File: src/rtl/display_sequencer.sv
// -----------------------------------------------------------------------------
// display_sequencer
//
// Purpose:
//   Stores a short sequence of digits (0-7) and plays it back on a single
//   seven-segment digit. Each digit is lit for ON_CYCLES clocks and then
//   blanked for OFF_CYCLES clocks. A game-over request overrides everything
//   and shows the 'G' glyph (code 8) until the sequence is cleared.
//
// Ports:
//   i_Clk          system clock
//   i_Rst          synchronous reset, active-high
//   i_Load_Valid   append i_Load_Digit to the stored sequence
//   i_Load_Digit   digit 0-7 to append
//   o_Load_Ready   1 = a load presented now would be accepted
//   i_Clear        empty the sequence / leave the game-over state
//   i_Start        begin playback (single-cycle pulse)
//   i_Game_Over    show 'G' until cleared
//   o_Current      4-bit code for the digit decoder (0-7 digit, 8 = 'G')
//   o_Show         1 = segments lit, 0 = blank
//   o_Busy         1 = playback in progress
//   o_Done         one-cycle pulse when playback ends (or empty start)
//   o_Length       number of stored entries
//
// All outputs are registered.
// -----------------------------------------------------------------------------
module display_sequencer #(
  parameter int MAX_LEN    = 16,
  parameter int ON_CYCLES  = 12_500_000,
  parameter int OFF_CYCLES = 2_500_000
) (
  input  logic                      i_Clk,
  input  logic                      i_Rst,
  input  logic                      i_Load_Valid,
  input  logic [2:0]                i_Load_Digit,
  output logic                      o_Load_Ready,
  input  logic                      i_Clear,
  input  logic                      i_Start,
  input  logic                      i_Game_Over,
  output logic [3:0]                o_Current,
  output logic                      o_Show,
  output logic                      o_Busy,
  output logic                      o_Done,
  output logic [$clog2(MAX_LEN):0]  o_Length
);

  localparam int AW   = $clog2(MAX_LEN);
  localparam int CW   = AW + 1;
  localparam int TMAX = (ON_CYCLES > OFF_CYCLES) ? ON_CYCLES : OFF_CYCLES;
  // A one-cycle phase would give a zero-width timer; keep at least one bit.
  localparam int TW   = (TMAX > 1) ? $clog2(TMAX) : 1;

  localparam logic [CW-1:0] FULL_COUNT = CW'(MAX_LEN);
  localparam logic [TW-1:0] ON_LAST    = TW'(ON_CYCLES - 1);
  localparam logic [TW-1:0] OFF_LAST   = TW'(OFF_CYCLES - 1);
  localparam logic [3:0]    GLYPH_G    = 4'd8;

  typedef enum logic [1:0] {
    IDLE = 2'd0,
    SHOW = 2'd1,
    GAP  = 2'd2,
    OVER = 2'd3
  } state_t;

  // Sequence storage. Written only while IDLE, read when entering SHOW.
  logic [2:0] mem [MAX_LEN];

  state_t         state_reg,  state_next;
  logic [CW-1:0]  count_reg,  count_next;
  logic [AW-1:0]  idx_reg,    idx_next;
  logic [TW-1:0]  timer_reg,  timer_next;
  logic           wr_en;

  logic           done_reg,   done_next;
  logic           show_reg,   show_next;
  logic           busy_reg,   busy_next;
  logic           ready_reg,  ready_next;
  logic [3:0]     current_reg;

  // ---------------------------------------------------------------------------
  // State register (plus the datapath registers that travel with it)
  // ---------------------------------------------------------------------------
  always_ff @(posedge i_Clk) begin
    if (i_Rst) begin
      state_reg   <= IDLE;
      count_reg   <= '0;
      idx_reg     <= '0;
      timer_reg   <= '0;
      done_reg    <= 1'b0;
      show_reg    <= 1'b0;
      busy_reg    <= 1'b0;
      ready_reg   <= 1'b1;
      current_reg <= 4'd0;
    end else begin
      state_reg <= state_next;
      count_reg <= count_next;
      idx_reg   <= idx_next;
      timer_reg <= timer_next;
      done_reg  <= done_next;
      show_reg  <= show_next;
      busy_reg  <= busy_next;
      ready_reg <= ready_next;
      // Registered read: the entry being entered is fetched on the same edge
      // that moves the machine into SHOW, so the digit and o_Show line up.
      case (state_next)
        OVER:    current_reg <= GLYPH_G;
        SHOW:    current_reg <= {1'b0, mem[idx_next]};
        IDLE:    current_reg <= 4'd0;
        default: current_reg <= current_reg;
      endcase
    end
  end

  always_ff @(posedge i_Clk) begin
    if (wr_en) begin
      mem[count_reg[AW-1:0]] <= i_Load_Digit;
    end
  end

  // ---------------------------------------------------------------------------
  // Next-state logic. Priority: game over > clear > start > load.
  // ---------------------------------------------------------------------------
  always_comb begin
    state_next = state_reg;
    count_next = count_reg;
    idx_next   = idx_reg;
    timer_next = timer_reg;
    done_next  = 1'b0;
    wr_en      = 1'b0;

    if (i_Game_Over) begin
      // Playback, if any, is abandoned silently: no done pulse.
      state_next = OVER;
    end else begin
      case (state_reg)
        IDLE: begin
          if (i_Clear) begin
            count_next = '0;
          end else if (i_Start) begin
            if (count_reg != '0) begin
              state_next = SHOW;
              idx_next   = '0;
              timer_next = '0;
            end else begin
              // Nothing to play: report completion straight away.
              done_next = 1'b1;
            end
          end else if (i_Load_Valid && (count_reg < FULL_COUNT)) begin
            wr_en      = 1'b1;
            count_next = count_reg + CW'(1);
          end
        end

        SHOW: begin
          if (timer_reg == ON_LAST) begin
            state_next = GAP;
            timer_next = '0;
          end else begin
            timer_next = timer_reg + TW'(1);
          end
        end

        GAP: begin
          if (timer_reg == OFF_LAST) begin
            timer_next = '0;
            if ({1'b0, idx_reg} == (count_reg - CW'(1))) begin
              state_next = IDLE;
              done_next  = 1'b1;
            end else begin
              state_next = SHOW;
              idx_next   = idx_reg + AW'(1);
            end
          end else begin
            timer_next = timer_reg + TW'(1);
          end
        end

        OVER: begin
          if (i_Clear) begin
            state_next = IDLE;
            count_next = '0;
          end
        end

        default: state_next = IDLE;
      endcase
    end
  end

  // ---------------------------------------------------------------------------
  // Output logic, evaluated on the upcoming state so every output is a flop.
  // ---------------------------------------------------------------------------
  always_comb begin
    show_next  = (state_next == SHOW) || (state_next == OVER);
    busy_next  = (state_next == SHOW) || (state_next == GAP);
    ready_next = (state_next == IDLE) && (count_next < FULL_COUNT);
  end

  assign o_Current    = current_reg;
  assign o_Show       = show_reg;
  assign o_Busy       = busy_reg;
  assign o_Done       = done_reg;
  assign o_Load_Ready = ready_reg;
  assign o_Length     = count_reg;

endmodule

File: config.mk
export PLATFORM = sky130hd
export DESIGN_NAME = display_sequencer
export DESIGN_NICKNAME = d
export VERILOG_FILES = /design/src/rtl/display_sequencer.sv
export SDC_FILE = /design/constraint.sdc
export NUM_CORES = 1
export LEC_CHECK = 0
export BUFFER_PORTS_ARGS = -buffer_cell sky130_fd_sc_hd__buf_2
export CAP_MARGIN = 0
export CORE_MARGIN = 1.5
export CORE_UTILIZATION = 40
export CTS_BUF_LIST = sky130_fd_sc_hd__clkbuf_4 sky130_fd_sc_hd__clkbuf_8 sky130_fd_sc_hd__clkbuf_16
export CTS_CLUSTER_SIZE = 12
export DETAILED_ROUTE_END_ITERATION = 16
export GPL_ROUTABILITY_DRIVEN = 0
export PLACE_DENSITY_LB_ADDON = 0.15
export SETUP_SLACK_MARGIN = 0.2
export SYNTH_ARGS = -nofsm -noshare
export SYNTH_HDL_FRONTEND = slang
export SYNTH_SLANG_ARGS = --single-unit
File: constraint.sdc
create_clock -name i_Clk -period 4.1 [get_ports i_Clk]
set_input_delay 0.205 -clock i_Clk [delete_from_list [all_inputs] [get_ports i_Clk]]
set_output_delay 0.205 -clock i_Clk [all_outputs]
set_load 0.01 [all_outputs]
==> results of run 1 <==
layout make-up:
| type | count | area, um^2 |
|---|---|---|
| sequential | 91 | 2302 |
| timing repair buffer | 28 | 157.7 |
| clock buffer | 10 | 131.4 |
| tap | 140 | 175.2 |
| clock inverter | 6 | 88.84 |
| fill | 1033 | 5926 |
| multi-input combinational | 316 | 2018 |
| inverter | 11 | 41.29 |
where the power goes:
| group | switching, mW | internal (mW) |
|---|---|---|
| registers | 0.00570 | 0.965 |
| logic | 0.0656 | 0.0351 |
| clock network | 0.328 | 0.351 |
| total | 0.399 | 1.35 |
through the flow:
stage	cells	cell area, um^2	util (%)	setup slack, ns
2_1_floorplan	437	4433	-	0.3074
5_1_grt	602	4915	45.34	0.2177
6_report	602	4915	45.34	0.4485
4_1_cts	602	4887	45.08	0.2739
3_3_place_gp	586	4667	43.05	0.4982
3_5_place_dp	586	4667	43.05	0.2874
cell families (layout without fill, tap and decap cells):
group | after synthesis | after routing | share of synthesized area, %
buffers and inverters | 30 | 55 | 3.161
flip-flops | 91 | 91 | 51.93
AO/OA/AOI/OAI | 54 | 54 | 8.553
multiplexers | 20 | 20 | 4.516
XOR/XNOR | 27 | 27 | 5.335
adder cells (fa/ha/maj) | 13 | 13 | 3.669
AND/OR/NAND/NOR | 202 | 202 | 22.83
final timing paths:
path                              startpoint            to  depth (start not counted)
worst min-delay path                 i_Start        o_Done                          3
worst min register to register  o_Current[3]  o_Current[3]                          2
worst max-delay path            timer_reg[5]  o_Current[2]                          9
worst max register to register  timer_reg[5]  o_Current[2]                          9
what timing repair did:
item | 4_1_cts | 5_1_grt
resized for setup | 0 | 6
setup endpoints to repair | 0 | 3
endpoints found under the hold margin | 0 | 0
worst max-delay path: cells and delay by family (launching register included):
| kind | cells | cell delay, ns |
|---|---|---|
| compound gates | 4 | 1.26 |
| flops | 1 | 0.36 |
| simple gates | 4 | 1.79 |
| buf+inv | 1 | 0.17 |
metal layers:
metal	wire length, um	GRT usage [%]	vias to the layer above
li1	-	-	1614
met1	4603	23.67	1567
met2	4399	28.89	62
met3	384	4.641	22
met4	265	8.647	0
met5	0	0	-
placed cells by master (no fill, tap or decap), types with 2 or more instances in the layout:
cell type	Yosys	layout
sky130_fd_sc_hd__nor2_1	70	70
sky130_fd_sc_hd__edfxtp_1	48	48
sky130_fd_sc_hd__dfxtp_1	43	43
sky130_fd_sc_hd__nand2_1	36	36
sky130_fd_sc_hd__nand3_1	23	23
sky130_fd_sc_hd__buf_2	4	21
sky130_fd_sc_hd__mux2i_1	20	20
sky130_fd_sc_hd__a21oi_1	18	18
sky130_fd_sc_hd__nor3_1	16	16
sky130_fd_sc_hd__xor2_1	14	14
sky130_fd_sc_hd__xnor2_1	13	13
sky130_fd_sc_hd__ha_1	13	13
sky130_fd_sc_hd__nand4_1	12	12
sky130_fd_sc_hd__inv_1	11	11
sky130_fd_sc_hd__o21ai_0	11	11
sky130_fd_sc_hd__clkbuf_8	0	9
sky130_fd_sc_hd__buf_4	2	7
sky130_fd_sc_hd__nand2b_1	6	5
sky130_fd_sc_hd__o211ai_1	5	5
sky130_fd_sc_hd__nor4_1	6	4
sky130_fd_sc_hd__and3_1	4	4
sky130_fd_sc_hd__nand3b_1	3	3
sky130_fd_sc_hd__nor4_2	1	3
sky130_fd_sc_hd__or2_2	3	3
sky130_fd_sc_hd__o311ai_1	3	3
sky130_fd_sc_hd__a221oi_1	3	3
sky130_fd_sc_hd__or4_1	2	2
sky130_fd_sc_hd__nor3b_1	2	2
sky130_fd_sc_hd__a211oi_1	2	2
sky130_fd_sc_hd__nor2b_1	2	2
sky130_fd_sc_hd__nand4bb_1	2	2
sky130_fd_sc_hd__and2_1	2	2
sky130_fd_sc_hd__or3_1	2	2
sky130_fd_sc_hd__or4b_2	2	2
sky130_fd_sc_hd__bufinv_16	0	2
==> Flow_metrics.wiki, run 1 <==
{| class="wikitable"
! Metric !! Value
|-
| Worst VDD drop || 0.0001617 V
|-
| Net count of the mapped netlist || 459
|-
| TritonCTS buffer count || 9
|-
| Post-CTS Setup Repair Bufs || 0
|-
| Count of hold-fix buffers inserted at cts || 0
|-
| Mean area per synthesized cell || 10.14 um^2
|-
| Area of the core region || 10840 um^2
|-
| Required time of the critical path || 4.40 ns
|-
| Post-route worst hold slack || 0.1558 ns
|-
| Max Fanout on Critical Path || 14
|-
| Crit-path cells || or4_1 > or4_4 > or2_1 > buf_4 > o41ai_4 > nand2_1 > o311ai_1 > a221oi_1 > a221oi_2
|-
| Setup TNS after final layout || 0 ns
|-
| Post-synthesis cell count || 437
|-
| Starting density of the core || 40.89%
|-
| Arrival time reported for the critical path endpoint || 3.95 ns
|-
| Run status || finished, final reports clean
|-
| Worst Setup Path Type || reg -> reg
|-
| Initial antenna violation count || 0
|-
| Largest net degree at the start of global routing || 28
|-
| Max Buffers Root-to-Sink || 2
|-
| Final nets || 479
|-
| Root buffer selected by CTS || sky130_fd_sc_hd__clkbuf_8
|-
| Num Clock Sinks || 91
|-
| Number of DRC markers after the initial detailed-route iteration || 138
|-
| Critical path startpoint category || flip-flop
|-
| Prevailing post-synth register cell || sky130_fd_sc_hd__edfxtp_1
|-
| Fraction of synthesis flops using an asynchronous set or reset pin || 0%
|-
| Slew HR || 48.08%
|-
| Clock latency reported for the late side of the worst-skew pair || 0.37 ns
|-
| Slack of the worst reg-to-reg path || 0.45 ns
|-
| Cell area after synthesis || 4433 um^2
|-
| Remaining antenna violation count || 0
|-
| Placement row count || 38
|-
| Wire length of the first global-routing pass || 16140 um
|-
| Flip-flop count of the largest register, all copies and words added || 48
|-
| Count of port buffers added during placement || 21
|-
| Vias/cell || 5.424
|-
| Count of unresolved DRC violations after routing || 0
|-
| Power per unit of standard cell area || 356.1 nW/um^2
|-
| Most area-consuming cells after synthesis || sky130_fd_sc_hd__edfxtp_1 33%, sky130_fd_sc_hd__dfxtp_1 19%, sky130_fd_sc_hd__nor2_1 5.9%, sky130_fd_sc_hd__mux2i_1 4.5%, sky130_fd_sc_hd__ha_1 3.7%
|-
| Wire length per cell after detailed routing || 16.03 um
|-
| Critical path's slowest cell || sky130_fd_sc_hd__or4_4
|-
| Vias in the first global route || 3314
|-
| TritonCTS clock tree || done
|-
| Count of max-cap constraint violations || 0
|-
| Synth area leader || sky130_fd_sc_hd__edfxtp_1
|-
| Worst min-delay path class || in -> reg
|-
| Total power after layout || 1.750 mW
|-
| Number of max-slew violations in the final report || 0
|-
| Achievable frequency || 0.2739 GHz
|-
| Unrepaired setup endpoints after global routing || no
|-
| Clock H-tree levels || 3
|-
| Cell with the most instances after synthesis || sky130_fd_sc_hd__nor2_1
|-
| Portion of the clock cycle consumed by the worst path in the final layout || 89.06%
|-
| Top Ports || 22
|-
| Width of the die || 108.3 um
|-
| Antenna cells || 0
|-
| Hold Fails Final Rpt || 0
|-
| Die footprint || 11720 um^2
|-
| Fraction of layout cells with a size suffix above 1 || 12.77%
|-
| Worst clock skew on the final layout || 0.01304 ns
|-
| GRT Residual Overflow || 0
|-
| Aggregate global-route resource usage || 18.36%
|-
| Area grow syn2layout || 10.87%
|-
| Transition time at the pin with the least slew margin || 0.7769 ns
|-
| First-pass DRT Iterations || 4
|-
| HPWL after detailed placement || 6848 um
|-
| List of most frequent post-synthesis cells || 70 x sky130_fd_sc_hd__nor2_1, 48 x sky130_fd_sc_hd__edfxtp_1, 43 x sky130_fd_sc_hd__dfxtp_1, 36 x sky130_fd_sc_hd__nand2_1, 23 x sky130_fd_sc_hd__nand3_1
|-
| Leakage power || 1.725 nW
|-
| Final critical path time including I/O delays and setup || 3.651 ns
|-
| Fraction of synthesized cell area taken by the top area cell type || 32.51%
|-
| Chip height || 108.3 um
|-
| Number of warning messages in the yosys log || 0
|-
| Number of synthesized flops with an enable pin || 48
|-
| Seq cells post-synth || 91
|-
| Largest stage delay on the critical path || 0.56 ns
|-
| Total length of routed wires || 9652 um
|-
| Final setup violating endpoints || 0
|-
| Clock-pin transition on the worst setup and hold timing paths || 0.09 ns
|-
| Netlist cell types || 55
|-
| Type of element capturing the critical path || flip-flop
|-
| Sequential cell area fraction in the yosys report || 51.93%
|-
| Vias || 3265
|}
No activity file was read; power rests on OpenSTA's default activity.
==> run 2, diff against run 1 <==
CORE_ASPECT_RATIO = 0.7   (was unset)
==> run 2 against run 1 <==
Against the previous run: highest routed layer unchanged; sequential share of layout area down 0.95 points; core utilization up 2.2 points; sequential power about the same.
==> Flow_metrics.wiki, run 2 (synthesized netlist as in run 1, its figures left out) <==
{| class="wikitable"
! Metric !! Value
|-
| Run status || finished, final reports clean
|-
| Most frequent cells in the layout || 70 x sky130_fd_sc_hd__nor2_1, 48 x sky130_fd_sc_hd__edfxtp_1, 43 x sky130_fd_sc_hd__dfxtp_1
|-
| Unrepaired setup endpoints after global routing || no
|-
| Starting density of the core || 42.02%
|-
| Count of buffer and inverter cells on the critical path || 0
|-
| Root buffer selected by CTS || sky130_fd_sc_hd__clkbuf_16
|-
| Num Clock Sinks || 91
|-
| Top Ports || 22
|-
| Final nets || 481
|-
| Antenna cells || 0
|-
| Chip height || 91.08 um
|-
| Largest net degree at the start of global routing || 28
|-
| Critical path startpoint category || flip-flop
|-
| Area of combinational cells with multiple inputs || 2022 um^2
|-
| Post-route worst hold slack || 0.2407 ns
|-
| Kind of cell adding the most delay to the critical path || simple AND/OR/NAND/NOR gates
|-
| First-pass DRT Iterations || 5
|-
| Initial antenna violation count || 0
|-
| Cell mode on critical path || sky130_fd_sc_hd__a221oi_1
|-
| Total length of routed wires || 10450 um
|-
| Fraction of layout cells with a size suffix above 1 || 13.36%
|-
| RR Endpoint || o_Current[1]
|-
| Hold Fails Final Rpt || 0
|-
| TritonCTS buffer count || 9
|-
| Count of port buffers added during placement || 21
|-
| Wire length per cell after detailed routing || 17.08 um
|-
| Remaining antenna violation count || 0
|-
| Setup TNS after final layout || 0 ns
|-
| Area grow syn2layout || 13.15%
|-
| TritonCTS clock tree || done
|-
| Achievable frequency || 0.2768 GHz
|-
| Slack of the worst reg-to-reg path || 0.49 ns
|-
| Flip-flop count of the largest register, all copies and words added || 48
|-
| Worst min-delay path class || in -> reg
|-
| Max Fanout on Critical Path || 27
|-
| Critical Path Sink || o_Current[1]
|-
| Clock H-tree levels || 3
|-
| Wire length of the first global-routing pass || 16660 um
|-
| Vias || 3312
|-
| Critical path's slowest cell || sky130_fd_sc_hd__nor2_4
|-
| Worst VDD drop || 0.0001863 V
|-
| Required time of the critical path || 4.30 ns
|-
| Worst Setup Path Type || reg -> reg
|-
| Placement row count || 31
|-
| Hold path startpoint || i_Start
|-
| Clock latency reported for the late side of the worst-skew pair || 0.34 ns
|-
| Aggregate global-route resource usage || 18.85%
|-
| Number of max-slew violations in the final report || 0
|-
| Filler Cells Inserted || 997
|-
| Die footprint || 11730 um^2
|-
| Count of max-cap constraint violations || 0
|-
| GRT Residual Overflow || 0
|-
| Final setup violating endpoints || 0
|-
| Count of unresolved DRC violations after routing || 0
|-
| Max Buffers Root-to-Sink || 2
|-
| FF/Latch Area || 2302 um^2
|-
| Number of DRC markers after the initial detailed-route iteration || 324
|-
| Area of the core region || 10550 um^2
|-
| Worst clock skew on the final layout || 0.005826 ns
|-
| Crit-path cells || or4_1 > or4_4 > nor3_1 > a21oi_1 > nor2_4 > mux2i_1 > o21ai_0 > a221oi_1 > a221oi_1
|-
| Slew HR || 48.09%
|-
| Leading cell type in the layout, fill and taps excluded || sky130_fd_sc_hd__nor2_1
|-
| Vias/cell || 5.412
|-
| Launch point of the worst path || timer_reg[5]
|-
| Post-CTS Setup Repair Bufs || 0
|-
| Transition time at the pin with the least slew margin || 0.7787 ns
|-
| Type of element capturing the critical path || flip-flop
|-
| Number of cells traversed by the worst register-to-register path || 9
|-
| Vias in the first global route || 3005
|-
| Clock-pin transition on the worst setup and hold timing paths || 0.07 ns
|-
| Beginning of the worst register-to-register path || timer_reg[5]
|-
| Largest stage delay on the critical path || 0.64 ns
|-
| Final critical path time including I/O delays and setup || 3.613 ns
|-
| Power per unit of standard cell area || 378.4 nW/um^2
|-
| HPWL after detailed placement || 7497 um
|-
| Arrival time reported for the critical path endpoint || 3.81 ns
|-
| Portion of the clock cycle consumed by the worst path in the final layout || 88.11%
|-
| Critical path depth in cells || 9
|-
| Leakage power || 1.761 nW
|-
| Width of the die || 128.8 um
|}
## run 2: timing repair
item	4_1_cts	5_1_grt
endpoints found under the hold margin	0	0
resized for setup	0	8
endpoints found under the setup margin	0	3
hold buffers	0	0
## run 2: final cells by class
cell class              instances  area share, %
flip-flops and latches         91          45.90
multi-input cells             316          40.31
clock buffers                   9          4.490
well taps                     148          3.692
repair buffers                 30          3.442
clock inverters                 7          1.347
inverters                      11         0.8231
## run 2: worst reg2reg max path, stage by stage (launching register included)
cell and delay (ns):
sky130_fd_sc_hd__dfxtp_1 0.35, sky130_fd_sc_hd__or4_1 0.53, sky130_fd_sc_hd__or4_4 0.54, sky130_fd_sc_hd__nor3_1 0.31, sky130_fd_sc_hd__a21oi_1 0.20, sky130_fd_sc_hd__nor2_4 0.64
sky130_fd_sc_hd__mux2i_1 0.32, sky130_fd_sc_hd__o21ai_0 0.13, sky130_fd_sc_hd__a221oi_1 0.32, sky130_fd_sc_hd__a221oi_1 0.13
## run 2: worst min path at each step
stage	end	slack (ns)	depth (start not counted)
6_report	o_Done	0.24	3
2_1_floorplan	mem[0][0]	0.30	0
3_3_place_gp	o_Current[3]	0.48	2
5_1_grt	o_Done	0.24	3
4_1_cts	o_Done	0.22	3
3_5_place_dp	o_Current[3]	0.48	2
## run 2: power breakdown
group / total (mW) / switching, mW / leakage (nW) / internal (mW)
Combinational: 0.104 / 0.0686 / 0.845 / 0.0357
Sequential: 0.971 / 0.00575 / 0.780 / 0.966
Clock: 0.822 / 0.352 / 0.137 / 0.470
## run 2: through the flow
stage                     worst slack [ns]  cells  util (%)  total power [mW]  instance area, um^2
after floorplan                     0.3074    437         -             1.052                 4433
after global placement              0.4280    596     44.47             1.090                 4692
after detailed placement            0.3164    596     44.47             1.091                 4692
after CTS                           0.2932    612     47.25             1.908                 4985
after global routing                0.2043    612     47.55             1.964                 5016
final                               0.4875    612     47.55             1.898                 5016
## run 2: metal layers
| metal | global-route usage, % | routed length [um] | part of all wire, % |
|---|---|---|---|
| met5 | 0 | 0 | 0 |
| met2 | 24.38 | 4044 | 39 |
| met4 | 4.588 | 90 | 0.86 |
| met3 | 4.478 | 716 | 6.8 |
| met1 | 30.60 | 5601 | 54 |
